**config.mk**
```make
export PLATFORM = sky130hd
export DESIGN_NAME = synch_gray_nstage
export DESIGN_NICKNAME = d
export VERILOG_FILES = /design/src/rtl/synch_gray_nstage.sv
export SDC_FILE = /design/constraint.sdc
export NUM_CORES = 1
export LEC_CHECK = 0
export CAP_MARGIN = 30
export CORE_MARGIN = 2
export CORE_UTILIZATION = 44
export CTS_BUF_LIST = sky130_fd_sc_hd__clkbuf_8
export DETAILED_ROUTE_END_ITERATION = 12
export GPL_TIMING_DRIVEN = 1
export PLACE_DENSITY = 0.78
export SETUP_SLACK_MARGIN = 0.05
export SYNTH_ARGS = -nofsm -noshare
export SYNTH_HDL_FRONTEND = slang
export SYNTH_SLANG_ARGS = --single-unit
export TNS_END_PERCENT = 50
```
**constraint.sdc**
```tcl
create_clock -name clk -period 1.9 [get_ports clk]
set_input_delay 0.57 -clock clk [delete_from_list [all_inputs] [get_ports clk]]
set_output_delay 0.57 -clock clk [all_outputs]
set_load 0.1 [all_outputs]
```
**src/rtl/synch_gray_nstage.sv**
```systemverilog
// N-stage synchronizer for gray-coded values with binary decode, change/stable flags and
// an optional gray-integrity checker enabled by defining SYNCH_GRAY_CHECK_EN.
module synch_gray_nstage #(
   parameter int DATA_WIDTH  = 8,
   parameter int STAGES      = 2,
   parameter int HOLD_CYCLES = 4
) (
   input  logic                  clk,
   input  logic                  rst,
   input  logic [DATA_WIDTH-1:0] data,
   output logic [DATA_WIDTH-1:0] data_out,
   output logic [DATA_WIDTH-1:0] bin_out,
   output logic                  changed,
   output logic                  stable,
   output logic                  err_multi
);

   localparam int HCW = (HOLD_CYCLES < 1) ? 1 : $clog2(HOLD_CYCLES + 1);
   localparam logic [HCW-1:0] HOLD_MAX = HCW'(HOLD_CYCLES);

   if (DATA_WIDTH < 1) begin : g_bad_width
      $error("synch_gray_nstage: DATA_WIDTH must be >= 1");
   end
   if (STAGES < 2) begin : g_bad_stages
      $error("synch_gray_nstage: STAGES must be >= 2");
   end
   if (HOLD_CYCLES < 1) begin : g_bad_hold
      $error("synch_gray_nstage: HOLD_CYCLES must be >= 1");
   end

   logic [DATA_WIDTH-1:0] sync_q [STAGES];
   logic [DATA_WIDTH-1:0] prev_q;
   logic [HCW-1:0]        hold_cnt;

   // Reset wipes the whole chain so no stale source value ever reaches data_out.
   always_ff @(posedge clk) begin
      if (rst) begin
         for (int i = 0; i < STAGES; i++) begin
            sync_q[i] <= '0;
         end
      end else begin
         sync_q[0] <= data;
         for (int i = 1; i < STAGES; i++) begin
            sync_q[i] <= sync_q[i-1];
         end
      end
   end

   assign data_out = sync_q[STAGES-1];

   // Bit i of the binary value is the XOR of all gray bits at or above i.
   always_comb begin
      bin_out = '0;
      for (int i = 0; i < DATA_WIDTH; i++) begin
         bin_out[i] = ^(data_out >> i);
      end
   end

   assign changed = (data_out != prev_q);
   assign stable  = (hold_cnt == HOLD_MAX) && !changed;

   always_ff @(posedge clk) begin
      if (rst) begin
         prev_q   <= '0;
         hold_cnt <= '0;
      end else begin
         prev_q <= data_out;
         if (changed) begin
            hold_cnt <= '0;
         end else if (hold_cnt < HOLD_MAX) begin
            hold_cnt <= hold_cnt + HCW'(1);
         end
      end
   end

`ifdef SYNCH_GRAY_CHECK_EN
   logic [DATA_WIDTH-1:0] diff;
   logic                  multi_bit;
   logic                  err_q;

   // x & (x-1) is non-zero exactly when more than one bit of x is set.
   assign diff      = data_out ^ prev_q;
   assign multi_bit = |(diff & (diff - DATA_WIDTH'(1)));

   always_ff @(posedge clk) begin
      if (rst) begin
         err_q <= 1'b0;
      end else if (multi_bit) begin
         err_q <= 1'b1;
      end
   end

   assign err_multi = err_q;
`else
   assign err_multi = 1'b0;
`endif

endmodule

```
==> impl_metrics.yaml <==
outcome:
  status: "complete, but fails checks"
  violations: "setup timing"
timing:
  setup_slack_ns: -0.557
  finalCritPeriodShare: 1.29
  maxSlewViolCount: 0
  skew_ns: 0.00262
  hold-worst-slack_ns: 0.442
  setup_tns_ns: -3.15
  max_freq_ghz: 0.407
  rsz0062_at_grt: "true"
  hold_viol: 0
  setup_viol: 8
  post-route-min-period_ns: 2.46
global_routing:
  grt_pass1_vias: 726
  gr-total-overflow: 0
  grt_max_degree: 21
  grt_usage: 0.163
  grt_pass1_wl_um: 3170
  grt_antenna_before_repair: 0
clocking:
  cts_tree: "done"
  cts_setup_buffers: 0
  ctsHoldBuffers: 0
  path_clk_slew_ns: 0.08
  cts-root-buf: "clkbuf_8"
  cts_buffers: 3
  cts_num_sinks: 27
  clock_latency_ns: 0.27
  h-tree-depth: 1
  cts_buffer_depth: 2
routing:
  top_layer: "met4"
  viasPerCell: 4.52
  drc: 0
  routed_wirelength_um: 1890
  wl_met3_um: 61
  ant_nets: 0
  dr.pass1.iters: 4
  route.met2.wl_um: 1150
  dr_total_vias: 718
  wl_per_cell_um: 11.9
  drtIter0Drc: 6
  wl_met1_um: 642
pwr:
  p_leak_nw: 0.709
  irDropWorstVdd_mv: 0.757
  power_density_nw_per_um2: 929
  p_total_w: 0.00160
cells_and_area:
  mostFrequentLayoutCells: "25 x dfxtp_1, 24 x nor2b_1, 18 x buf_12"
  final_layout_size_suffix_gt1_frac: 0.366
  area_growth_pct: 63.0
  final_common_cell: "dfxtp_1"
  design_area_um2: 1730
  nFillCells: 141
  fin_nets: 144
  diodes: 0
  final_util: 0.773
worst_setup_path:
  crit_required_ns: 1.33
  path_cells: "xor3_4, xnor3_4, xnor2_4, buf_12"
  rr_worst_depth: 5
  max_stage_delay_ns: 0.49
  crit_arrival_ns: 1.89
  endpoint_kind: "primary output"
  critical_path_class: "register to primary output"
  slowest_stage: "xor3_4"
  startpoint_type: "register"
  critPathMaxFanout: 3
floorplan:
  die_y_um: 53.1
  core-area_um2: 2230
  die_x_um: 53.1
  die_area_um2: 2810
  fp-row-count: 17
  start_util: 0.474
  io_pins: 29
yosys:
  synthCells: 96
  ys_ff_latch: 27
  syn_area_per_cell_um2: 11.0
  yosysUniqueCellTypes: 18
  ys_warn_count: 0
  syn_area_um2: 1060
  yosysSeqAreaShare: 0.511
  syn_nets: 108
placed_design:
  detailed_place_hpwl_um: 1590
  gp_congestion: 0.740
  dpl-instance-area_um2: 1670
  port_buffers: 27
worst_hold_path:
  min-delay-path-class: "register to register"
  hold_depth: 1
flow_run:
  cap_violations: 0
## report_power, final
part	total [W]	internal [W]	switching, W
Clock	0.000311	0.000147	0.000164
Combinational	0.000692	0.000273	0.000419
Sequential	0.000600	0.000588	0.0000114
## flip-flops by register name, indices dropped and copies added (netlist names)
signal	count
hold_cnt	3
sync_q	16
prev_q	8
## timing repair
item | CTS | global route
endpoints found under the setup margin | 9 | 9
gates resized for setup | 4 | 0
pin swaps | 4 | 1
## Yosys cell counts
master	count	share of area
buf_4	10	0.071
clkbuf_1	2	0.0071
conb_1	1	0.0035
dfxtp_1	27	0.51
ha_1	2	0.024
inv_1	2	0.0071
mux2i_1	1	0.0095
nand2_1	1	0.0035
nand4_1	2	0.012
nor2_1	1	0.0035
nor2b_1	24	0.14
nor3_1	1	0.0047
nor4_1	3	0.018
or2_2	1	0.0059
xnor2_1	11	0.091
xnor3_2	1	0.022
xor2_1	5	0.041
xor3_2	1	0.024
## path summary, 6_finish.rpt
path / from / end / slack, ns
worst min-delay path: sync_q[0][3] / sync_q[0][11] / 0.44
worst max-delay path: sync_q[0][13] / bin_out[0] / -0.56
worst max register to register: sync_q[0][14] / hold_cnt[0] / 0.59
worst min register to register: sync_q[0][3] / sync_q[0][11] / 0.44
## logic make-up (layout without fill, tap and decap cells)
family                   Yosys count  after routing  share of synthesized area
XOR/XNOR                          18             18                      0.178
other                              1              1                    0.00354
multiplexers                       1              1                    0.00946
adder cells (fa/ha/maj)            2              2                     0.0236
AND/OR/NAND/NOR                   33             33                      0.189
buffers and inverters             14             49                     0.0851
flip-flops                        27             27                      0.511
## cell type report
class	instances	area, um^2	share of cell area
Clock buffer	3	41.3	0.0239
Inverter	2	7.51	0.00435
Multi-Input combinational cell	55	515	0.299
Tap cell	28	35.0	0.0203
Clock inverter	1	5.00	0.00290
Sequential cell	27	543	0.315
Timing Repair Buffer	43	578	0.335
## stage by stage
stage	std cells	worst slack [ns]
finish	159	-0.557
global route	159	-0.616
CTS	159	-0.574
detailed placement	155	-0.274
global placement	155	-0.239
floorplan	96	-1.10
## critical path, delay by kind of cell, from the launching register on
| kind | cells | cell delay (ns) |
|---|---|---|
| flops | 1 | 0.33 |
| buf+inv | 1 | 0.19 |
| xor+xnor | 3 | 1.10 |
## per-layer routing
metal	global-route usage	up-vias
met3	0.0198	5
met4	0.0769	0
met2	0.325	19
met5	0	-
met1	0.163	338
li1	-	356
Note: power is estimated with default switching activity, not from simulation.
